$ cat config.mk
export PLATFORM = sky130hd
export DESIGN_NAME = pwm_generator
export DESIGN_NICKNAME = d
export VERILOG_FILES = /design/src/rtl/pwm_generator.sv
export SDC_FILE = /design/constraint.sdc
export NUM_CORES = 1
export LEC_CHECK = 0
export CAP_MARGIN = 5
export CORE_ASPECT_RATIO = 1.5
export CORE_MARGIN = 1.5
export CORE_UTILIZATION = 65
export DETAILED_ROUTE_END_ITERATION = 7
export DONT_BUFFER_PORTS = 1
export GPL_TIMING_DRIVEN = 0
export PLACE_DENSITY = 0.79
export SLEW_MARGIN = 15
export SYNTH_ARGS = -nofsm -noshare
export SYNTH_HDL_FRONTEND = slang
export SYNTH_SLANG_ARGS = --single-unit
$ cat constraint.sdc
create_clock -name i_clk -period 2.3 [get_ports i_clk]
set_input_delay 0.46 -clock i_clk [delete_from_list [all_inputs] [get_ports i_clk]]
set_output_delay 0.46 -clock i_clk [all_outputs]
set_load 0.1 [all_outputs]
$ cat src/rtl/pwm_generator.sv
// pwm_generator: PWM output with pending top/compare registers reloaded only at a period boundary.
// Define PWM_CENTER_ALIGNED_EN for an up/down (center-aligned) counter instead of a sawtooth.
module pwm_generator #(
  parameter int TOP_W = 8,
  parameter int CMP_W = 9
) (
  input  logic             i_clk,
  input  logic             i_rst_n,
  input  logic [TOP_W-1:0] i_top,
  input  logic             i_top_valid,
  input  logic [CMP_W-1:0] i_compare,
  input  logic             i_compare_valid,
  output logic             o_pwm,
  output logic             o_period_start,
  output logic             o_update
);
  typedef enum logic {IDLE, RUN} state_t;
  state_t state_q, state_d;
  logic [TOP_W-1:0] cnt_q, cnt_d, cnt_nxt, top_q, top_d, ptop_q, ptop_d;
  logic [CMP_W-1:0] cmp_q, cmp_d, pcmp_q, pcmp_d;
  logic ptop_f_q, ptop_f_d, pcmp_f_q, pcmp_f_d;
  logic pwm_q, ps_q, upd_q, upd_d, wrap;
`ifdef PWM_CENTER_ALIGNED_EN
  logic dir_q, dir_d;
  // wrap marks the cycle whose successor is counter 0 on the way up
  always_comb begin
    dir_d = 1'b0;
    wrap = 1'b0;
    cnt_nxt = cnt_q + TOP_W'(1);
    if (dir_q) begin
      wrap = cnt_q == TOP_W'(1);
      cnt_nxt = cnt_q - TOP_W'(1);
      dir_d = !wrap;
    end else if (cnt_q == top_q) begin
      wrap = top_q <= TOP_W'(1);
      cnt_nxt = wrap ? '0 : cnt_q - TOP_W'(1);
      dir_d = !wrap;
    end
  end
  always_ff @(posedge i_clk or negedge i_rst_n)
    if (!i_rst_n) dir_q <= 1'b0;
    else dir_q <= state_q == RUN && dir_d;
`else
  assign wrap = cnt_q == top_q;
  assign cnt_nxt = wrap ? '0 : cnt_q + TOP_W'(1);
`endif
  always_comb begin
    state_d = state_q;
    cnt_d = cnt_q;
    top_d = top_q;
    cmp_d = cmp_q;
    upd_d = 1'b0;
    ptop_d = i_top_valid ? i_top : ptop_q;
    pcmp_d = i_compare_valid ? i_compare : pcmp_q;
    ptop_f_d = ptop_f_q | i_top_valid;
    pcmp_f_d = pcmp_f_q | i_compare_valid;
    if (state_q == IDLE) begin
      cnt_d = '0;
      if (ptop_f_q) begin
        top_d = ptop_q;
        cmp_d = pcmp_f_q ? pcmp_q : cmp_q;
        ptop_f_d = i_top_valid;
        pcmp_f_d = i_compare_valid;
        upd_d = 1'b1;
        state_d = RUN;
      end
    end else begin
      cnt_d = cnt_nxt;
      // a strobe arriving on the boundary itself bypasses the pending register
      if (wrap) begin
        top_d = i_top_valid ? i_top : ptop_f_q ? ptop_q : top_q;
        cmp_d = i_compare_valid ? i_compare : pcmp_f_q ? pcmp_q : cmp_q;
        ptop_f_d = 1'b0;
        pcmp_f_d = 1'b0;
        upd_d = i_top_valid | ptop_f_q | i_compare_valid | pcmp_f_q;
      end
    end
  end
  always_ff @(posedge i_clk or negedge i_rst_n)
    if (!i_rst_n) begin
      state_q <= IDLE;
      cnt_q <= '0;
      top_q <= '0;
      ptop_q <= '0;
      cmp_q <= '0;
      pcmp_q <= '0;
      ptop_f_q <= 1'b0;
      pcmp_f_q <= 1'b0;
      pwm_q <= 1'b0;
      ps_q <= 1'b0;
      upd_q <= 1'b0;
    end else begin
      state_q <= state_d;
      cnt_q <= cnt_d;
      top_q <= top_d;
      ptop_q <= ptop_d;
      cmp_q <= cmp_d;
      pcmp_q <= pcmp_d;
      ptop_f_q <= ptop_f_d;
      pcmp_f_q <= pcmp_f_d;
      pwm_q <= state_q == RUN && CMP_W'(cnt_q) < cmp_q;
      ps_q <= state_q == RUN && cnt_q == '0;
      upd_q <= upd_d;
    end
  assign o_pwm = pwm_q;
  assign o_period_start = ps_q;
  assign o_update = upd_q;
endmodule

* Word level (Yosys, flattened, before mapping)
Cells that the tools add are included.
Operators by class: bitwise logic cells 4, reductions and logical operators 5, add/subtract/negate cells 1, mux-type cells 21, $lt $le $gt $ge 1, eq/ne operators 2
Operators with widths (number):
- 8-bit two-way mux | 6
- 9-bit two-way mux | 5
- 1-bit two-way mux | 10
- 8-bit by 9-bit less-than comparator with 1-bit output | 1
- 8-bit by 1-bit adder with 8-bit output (second input constant) | 1
- 8-bit == test | 1
- 8-bit logical NOT | 1
- 1-bit OR | 4
- 1-bit logical AND | 2
- 2-bit by 1-bit != test with 1-bit output (second input constant) | 1
- 2-bit AND reduction | 1
- 2-bit nonzero test | 1
Storage, ports and cells: logic and storage cells 45, register bits after elaboration 48, output and inout bits 3, input port bits 21

* Logic depth before layout (Yosys ltp)
Gate-level depths: netlist (run 1).
word-level depth 5, mapped depth 6, mapped depth without buffers 6

* Least setup slack after synthesis (run 1)
OpenSTA, ideal clock, no wires.
path kind input to register, from input port i_compare_valid, to register cmp_q[0], data arrival time 1.350 ns, cell stages on the path 6, slack 0.817 ns, path through buf_2 > a21bo_2 > buf_2 > o22a_1 > nor4_1 > a311oi_1
Between the ends: longest elaborated chain between the ends 3
Ends and longest elaborated chain:
- from (decl) | line 12 | input logic i_compare_valid,
- 9-bit two-way mux | line 72 | cmp_d = i_compare_valid ? i_compare : pcmp_f_q ? pcmp_q : cmp_q;
- 9-bit two-way mux | line 70 | if (wrap) begin
- 9-bit two-way mux | line 57 | if (state_q == IDLE) begin
- to (signal assigned) | line 97 | cmp_q <= cmp_d;
- to (decl) | line 20 | logic [CMP_W-1:0] cmp_q, cmp_d, pcmp_q, pcmp_d;
No other way between the ends. The select of a mux whose other input is x is not followed. A chain may end at the register's enable or synchronous reset.

* Worst setup path after layout (run 1)
from register cnt_q[5], to register cnt_q[2]
Between the ends: longest elaborated chain between the ends 3
Ends and longest elaborated chain:
- from (decl) | line 19 | logic [TOP_W-1:0] cnt_q, cnt_d, cnt_nxt, top_q, top_d, ptop_q, ptop_d;
- from (signal assigned) | line 94 | cnt_q <= cnt_d;
- 8-bit == test | line 44 | assign wrap = cnt_q == top_q;
- 8-bit two-way mux | line 45 | assign cnt_nxt = wrap ? '0 : cnt_q + TOP_W'(1);
- 8-bit two-way mux | line 57
- named net cnt_d[2] | line 19
The timed path passes the listed nets, and every way through them passes these cells.

==> results of run 1 <==
where the power goes:
part / switching [mW] / internal (mW) / total [mW]
combinational: 0.535 / 0.468 / 1.00
clock: 0.268 / 0.268 / 0.536
sequential: 0.337 / 1.10 / 1.43
cells in the mapped netlist (2+ instances only):
| cell | count | area, um^2 |
|---|---|---|
| dfrtp_1 | 48 | 1201 |
| mux2_2 | 16 | 180.2 |
| nand2_1 | 16 | 60.06 |
| a21oi_1 | 15 | 75.07 |
| inv_1 | 13 | 48.80 |
| o21ai_0 | 10 | 50.05 |
| o221ai_1 | 10 | 87.58 |
| xnor2_1 | 10 | 87.58 |
| ha_1 | 9 | 112.6 |
| nor2_1 | 9 | 33.78 |
| nor4_1 | 9 | 56.30 |
| a22oi_1 | 8 | 60.06 |
| a311oi_1 | 8 | 70.07 |
| nand3b_1 | 8 | 60.06 |
| o22a_1 | 8 | 70.07 |
| nor3_1 | 7 | 35.03 |
| buf_2 | 5 | 25.02 |
| clkbuf_1 | 5 | 18.77 |
| xor2_1 | 4 | 35.03 |
| and2_1 | 3 | 18.77 |
| a21o_1 | 2 | 15.01 |
| a31oi_1 | 2 | 12.51 |
| and3_2 | 2 | 15.01 |
| buf_1 | 2 | 7.510 |
| buf_4 | 2 | 15.01 |
| nand2b_1 | 2 | 12.51 |
| nand3_1 | 2 | 10.01 |
| nand4_1 | 2 | 12.51 |
| nand4_2 | 2 | 25.02 |
| or3_1 | 2 | 12.51 |
worst max-delay path by stage:
stage,startpoint,endpoint,slack [ns]
2_1_floorplan,i_compare_valid,cmp_q[0],0.82
3_3_place_gp,cnt_q[5],cnt_q[2],0.48
3_5_place_dp,cnt_q[5],cnt_q[2],0.46
4_1_cts,cnt_q[5],cnt_q[2],0.40
5_1_grt,cnt_q[5],cnt_q[2],0.23
6_report,cnt_q[5],cnt_q[2],0.39
timing repair:
| item | 4_1_cts | 5_1_grt |
|---|---|---|
| hold buffers | 1 | 0 |
| endpoints found under the hold margin | 48 | 0 |
| setup endpoints to repair | 0 | 0 |
layout make-up:
class	instances	area (um^2)
timing repair buffer	1	27.53
inverter	13	48.80
clock buffer	7	96.34
tap	45	56.30
fill	316	1101
multi-input combinational	180	1326
sequential	48	1201
buffer	14	66.31
metal layers:
layer	wire [um]	GRT usage	vias up
met1	2286	0.3672	985
met2	3010	0.4631	60
met4	118	0.1073	0
met5	0	0	-
met3	267	0.05147	12
li1	-	-	966
sequential cells by signal (all words and copies together) (netlist names):
| signal | flops |
|---|---|
| cmp_q | 9 |
| cnt_q | 8 |
| o_period_start | 1 |
| o_pwm | 1 |
| o_update | 1 |
| pcmp_f_q | 1 |
| pcmp_q | 9 |
| ptop_f_q | 1 |
| ptop_q | 8 |
| state_q | 1 |
| top_q | 8 |
through the flow:
step / worst slack [ns] / cells
2_1_floorplan: 0.8167 / 255
5_1_grt: 0.2308 / 308
3_5_place_dp: 0.4607 / 300
3_3_place_gp: 0.4815 / 300
4_1_cts: 0.4045 / 308
6_report: 0.3865 / 308
logic make-up after synthesis:
logic type,Yosys count
adders and majority gates,9
muxes,16
DFF,48
xor gates and xnor gates,14
and+or+nand+nor,73
buffers and inverters,27
AOI/OAI and AO/OA,68
worst reg2reg max path: stages (launching register included):
cell and delay [ns]:
dfrtp_1 0.49, xnor2_1 0.29, nand4_2 0.33, o21ai_1 0.56
nor2_1 0.10
==> results list, run 1 <==
* Outcome: finished with violations
- The final reports fail on negative hold slack.
- The setup check on the worst reg-to-reg path leaves a slack of 0.39 ns.
- When the netlist entered floorplanning its net count stood at between 200 and 300.
- GRT Util Overall: 0.2836
- Area fraction in compound gates after synthesis: 0.1842
* Detailed router's first-iteration violation count: 93
- The count of nets left with antenna violations once routing finished came out at 0.
- Once placement finished, the instance area stood at roughly 2700 um^2.
- The average instance in the mapped netlist occupies 10.36 um^2.
- Detailed placement ended at an HPWL of 3951 um.
* CP Capture Type: register
- After synthesis, the largest family of logic cells by area is compound AO/OA/AOI/OAI gates.
- Number of pins with negative max-slew slack in the final report: 0
- Across all layers, the routed design uses 2023 vias.
- Peak supply drop: 0.9563 mV
- Number of hold-slack violations in the final timing report: 8
- Highest attainable clock frequency: about 520 MHz
* Clk_lat worst skew: 0.30 ns
* Number of buffers on the longest clock path: 2
* Final net count: 293
* Multiplexer share of the synthesized area: 0.06818
- Proportion of synthesized chip area in sequential cells: 0.4545
* Top cell family by delay on the critical path: compound AO/OA/AOI/OAI gates
- Hold slack final: -0.01154 ns
- Count of cell instances traversed by the critical path: 4
- At the end of the flow the core is filled with cells to 0.7194.
* Number of cells produced by synthesis: 255
- Clock slew at the register clock pins of the worst setup and hold paths: 0.08 ns
- The min-delay analysis places its worst path in the category primary input to asynchronous set/reset pin.
- Total negative slack: 0 ns
- Total global routing overflow: 0
- Port buffering added 0 buffers.
- In this run the clock root is driven by a clkbuf_8.
- CTS H-Tree Depth: 2
- Setup repair after global routing left no endpoint under its margin.
- After clock tree synthesis, the repair step resized 0 gates.
- Detailed Route WL: approximately 5700 um
- Once layout is done, the placed cells without fillers occupy 2823 um^2.
* Number of detailed-route iterations in the first pass: 4
- From bottom edge to top edge, the die measures 81.09 um.
- Largest stage delay on the critical path: 0.56 ns
- CORE AREA: 3924 um^2
* Design Power: 2.972 mW
* Share of async-settable or async-resettable flops after synthesis: 1.000
- Synthesized-area fraction occupied by and/or/nand/nor cells: 0.1605
- The number of global-route vias before repair came to 1905.
- After floorplanning, the core was divided into 28 placement rows.
* Worst-case headroom to the max-slew limit: 0.4249
- The worst register-to-register path ends at cnt_q[2].
- In this run the critical register-to-register path is launched from cnt_q[5].
- Most instantiated flip-flop cell in the synthesis netlist: dfrtp_1
- Initial Util: 0.6735
- 24 I/O pins were placed.
- The library cell used most frequently in the layout, excluding fill and tap cells, is dfrtp_1.
* Worst reg2reg path depth: 4
- Area growth from synthesis to layout: 6.818%
* Slew at the pin closest to its max-slew limit: 0.8632 ns
- Maxcap violations: 0
- DRC: 0
- Summing every instance area after synthesis gives approximately 2600 um^2.
- Count of unique library cells instantiated by Yosys: 44
* Critical-path cell list: xnor2_1 > nand4_2 > o21ai_1 > nor2_1
- Across the routed clock network, the largest skew measured is between 0.008 and 0.009 ns.
* Inserted Diodes: 0
- Number of synthesized flops with an enable pin: 0
- Setup violations remaining at the end of the flow were counted as 0.
- After detailed routing, the average wire length per cell comes to 18.45 um.
* Post-synthesis register bit count: between 40 and 50
- Warnings, synthesis: 0
- Sink count of the clock tree: 48
- Total leakage power: 1.187 nW
* Area enclosed by the die boundary: about 4500 um^2
- Together, buffers and inverters on the worst path number 0.
* Adder-cell area share of the yosys netlist: 0.04261
- The initial antenna violation count was 0.
* CP required: 2.46 ns
- Standard cell with the maximum stage delay on the critical path: o21ai_1
- Top library cells by usage in the layout, fill and taps aside: 48 x dfrtp_1, 16 x nand2_1, 16 x mux2_2
- Clock tree from TritonCTS: yes
- Largest net degree at the start of global routing: 49
- In the final layout, the share of cells above drive strength 1 is 0.1597.
- Largest fanout on the critical path: 10
- Crit path time final: roughly 1.9 ns
- The worst setup path is launched from a register.
* Setup Buffers After CTS: 0
- Of the available clock period, the critical path in the final layout requires 0.8319.
- In the routed layout, each cell is associated on average with a via count of 6.568.
- Dividing total power by cell area gives a power density of 1053 nW/um^2.
- At the end of routability-driven placement, the weighted congestion stood at 0.8145.
- From left edge to right edge, the die measures around 55 um.
* TritonCTS Buffers: 5
- Of the total synthesized cell area, the portion taken by XOR and XNOR cells is 0.04640.
- The first global-routing pass estimated 9108 um of wire.
- Setup Crit Path Kind: register to register
- STA puts the critical path data arrival time at 2.08 ns.
Power figures use the tool's default switching activity.
==> run 2: changes to the inputs <==
--- a/config.mk
+++ b/config.mk
@@ -8,11 +8,11 @@
 export CAP_MARGIN = 5
 export CORE_ASPECT_RATIO = 1.5
 export CORE_MARGIN = 1.5
-export CORE_UTILIZATION = 65
+export CORE_UTILIZATION = 57
 export DETAILED_ROUTE_END_ITERATION = 7
 export DONT_BUFFER_PORTS = 1
 export GPL_TIMING_DRIVEN = 0
-export PLACE_DENSITY = 0.79
+export PLACE_DENSITY = 0.73
 export SLEW_MARGIN = 15
 export SYNTH_ARGS = -nofsm -noshare
 export SYNTH_HDL_FRONTEND = slang
==> constraint.sdc (replaced) <==
create_clock -name i_clk -period 1.56 [get_ports i_clk]
set_input_delay 0.312 -clock i_clk [delete_from_list [all_inputs] [get_ports i_clk]]
set_output_delay 0.312 -clock i_clk [all_outputs]
set_load 0.1 [all_outputs]
==> run 2 against run 1 <==
  * The flow finishes with violations (negative setup slack)
  * Clock-buffer cell count shrank 2
  * Non-clock buffer count grew 20
  * Core utilization increased by 3.1 points
  * First-iteration DRC count is 97% higher
  * Register-to-register slack worse by 0.41 ns
  * Clock skew fell by 0.00077 ns
  * Final area up 20%
  * Critical path depth is 1 higher
  * Sequential share of layout area decreased by 6.6 points
  * Highest routed layer unchanged
==> results list, run 2 (synthesized netlist as in run 1, its figures left out) <==
- STA classifies the critical path endpoint as a register.
- Top cell family by delay on the critical path: flip-flops
- The number of global-route vias before repair is 2114 (+11%).
- Design Power: 6.004 mW (+100%)
- The post-detailed-routing wire length is 6975 um (+23%).
- Setup repair after global routing missed its margin: yes
- Share of cells above drive strength 1: 0.3684 (+0.2087)
* CTS H-Tree Depth: 2 (unchanged)
- CP required: 1.75 ns (-0.71 ns)
* Largest stage delay on the critical path: 0.49 ns (-0.07 ns)
* DRC: 0 (unchanged)
- In this run the critical register-to-register path is launched from cnt_q[7].
* Number of hold-slack violations in the final timing report: 0 (-8)
- Detailed router's first-iteration violation count: 183 (+97%)
* Share of the core filled with cells: 0.7508 (+0.03144)
- Sink count of the clock tree: 48 (unchanged)
* Standard cell with the maximum stage delay on the critical path: dfrtp_2
* Row cnt: 30 (+7.1%)
- Inserted Diodes: 0 (unchanged)
- Root buf cell: clkbuf_8
- The setup slack of the critical path after layout was -0.02104 ns (-0.4076 ns).
- Initial antenna violation count: 0 (unchanged)
* Highest attainable clock frequency: 632.5 MHz (+21%)
- Top library cells by usage in the layout, fill and taps aside: 37 x dfrtp_1, 19 x buf_4, 16 x mux2_2
- The post-place instance area is 2703 um^2 (+0.14%).
- The routed via count is 2220 (+9.7%).
- Leaving out fill and tap cells, the most frequent cell in the layout is dfrtp_1.
- Area occupied by multi-input gates: 1658 um^2 (+25%)
- Y dimension of the die: 86.39 um (+6.5%)
* Largest net degree at the start of global routing: 49 (unchanged)
* Maxcap violations: 0 (unchanged)
- The wire length of the first global-routing pass is 10580 um (+16%).
- Setup Crit Path Kind: register to register
- The power density normalized to cell area was 1775 nW/um^2 (+69%).
- Area growth from synthesis to layout: 27.98%
* CP Data Arrival Time: 1.77 ns (-0.31 ns)
* Final net count: 314 (+7.2%)
- The number of setup violations in the final report is 6 (+6).
- Sequential Area: 1215 um^2 (+1.1%)
- TritonCTS built the clock tree.
* Slew at the pin closest to its max-slew limit: 0.8587 ns (-0.004496 ns)
- Finished layout cell area: 3382 um^2 (+20%)
- Crit path time final: 1.581 ns (-0.3324 ns)
- Total global routing overflow: 0 (unchanged)
* GRT Util Overall: 0.2769 (-0.006734)
- Post-detail-place hpwl: 4085 um (+3.4%)
* Peak supply drop: 1.035 mV (+8.3%)
- The combined buffer and inverter count along the critical path came to 1 (+1).
- The placement-stage worst setup slack is -0.3101 ns (-0.7707 ns).
* Total leakage power: 1.349 nW (+14%)
- CORE AREA: 4504 um^2 (+15%)
* Largest registers: cmp_q: 9 flops, pcmp_q: 9 flops
* Element type at the critical path start: register
- Worst-case headroom to the max-slew limit: 0.4279 (+0.002995)
- In this run the most critical hold path is launched from i_compare[4].
- TritonCTS Buffers: 5 (unchanged)
- The clock transition at the registers of the reported paths was 0.10 ns (+0.02 ns).
* Routed length per instance: 20.95 um (+14%)
- The smallest hold slack came to 0.1311 ns (+0.1426 ns).
- Critical-path cell list: xnor2_4 > nand4_4 > buf_4 > nor4_2 > a311oi_1
- The run finished, with violations left.
* Number of pins with negative max-slew slack in the final report: 0 (unchanged)
* Number of buffers on the longest clock path: 2 (unchanged)
- Beginning of the critical path: cnt_q[7]
* Area enclosed by the die boundary: 5062 um^2 (+13%)
* Initial Util: 0.5867 (-0.08680)
- The final reports fail on negative setup slack.
- The boundary pin count was 24 (unchanged).
* Final Wtd Congestion: 0.8317 (+2.1%)
* Clk_lat worst skew: 0.31 ns (about the same)
* Number of detailed-route iterations in the first pass: 4 (unchanged)
- Setup Skew: 0.007415 ns (-0.0007706 ns)
- The port buffer count is 0 (unchanged).
- The vias per cell is 6.667 (+1.5%).
- Final clock period utilization by the worst path: 1.013 (+0.1815)
* Antenna Violating Nets Remaining: 0 (unchanged)
* Fill count: 289 (-8.5%)
- The die width is 58.60 um (+6.4%).
- The worst hold path belongs to the class primary input to register.
- The critical-path maximum fanout is 4 (-6).
[run 2: cell types whose count changed in the layout (fill, tap and decap cells not counted), moves of 6 or more]
cell / change
xnor2_4: +8
nor4_1: -8
dfrtp_2: +11
nor4_2: +6
buf_4: +17
xnor2_1: -8
dfrtp_1: -11
[run 2: stage by stage]
step,std cells,setup TNS [ns]
2_1_floorplan,255,0
3_3_place_gp,303,-3.165
3_5_place_dp,303,-4.024
4_1_cts,321,0
5_1_grt,333,-0.7661
6_report,333,-0.07002
[run 2: area by class of cell]
| type | instances | area share |
|---|---|---|
| Sequential cell | 48 | 0.3592 |
| Timing Repair Buffer | 21 | 0.05808 |
| Inverter | 13 | 0.01554 |
| Multi-Input combinational cell | 181 | 0.4902 |
| Buffer | 14 | 0.02516 |
| Clock inverter | 3 | 0.01369 |
| Tap cell | 48 | 0.01776 |
| Clock buffer | 5 | 0.02035 |
[run 2: layer usage]
| metal | wire [um] | global-route usage | part of all wire |
|---|---|---|---|
| met1 | 2710 | 0.3415 | 0.39 |
| met5 | 0 | 0 | 0 |
| met2 | 3732 | 0.4576 | 0.54 |
| met4 | 204 | 0.1446 | 0.029 |
| met3 | 327 | 0.04776 | 0.047 |
[run 2: report_power, final]
group	switching (mW)	internal, mW
combinational	1.26	1.45
sequential	0.705	1.64
clock	0.458	0.483
[run 2: repair_timing]
| item | 4_1_cts | 5_1_grt |
|---|---|---|
| gates resized for setup | 29 | 39 |
| setup buffers | 7 | 11 |
| endpoints found under the setup margin | 26 | 28 |
| cloned | 1 | 1 |
| pin swaps | 8 | 9 |
| hold buffers | 2 | 0 |
| hold endpoints to repair | 48 | 0 |
[run 2: final timing paths]
check	endpoint	slack (ns)	cells after the start
worst min register to register	ptop_q[1]	0.52	1
worst max-delay path	cmp_q[5]	-0.02	5
worst min-delay path	pcmp_q[4]	0.13	2
min in group asynchronous	cmp_q[3]	0.50	2
worst max register to register	cmp_q[5]	-0.02	5
max in group asynchronous	o_update	0.82	2
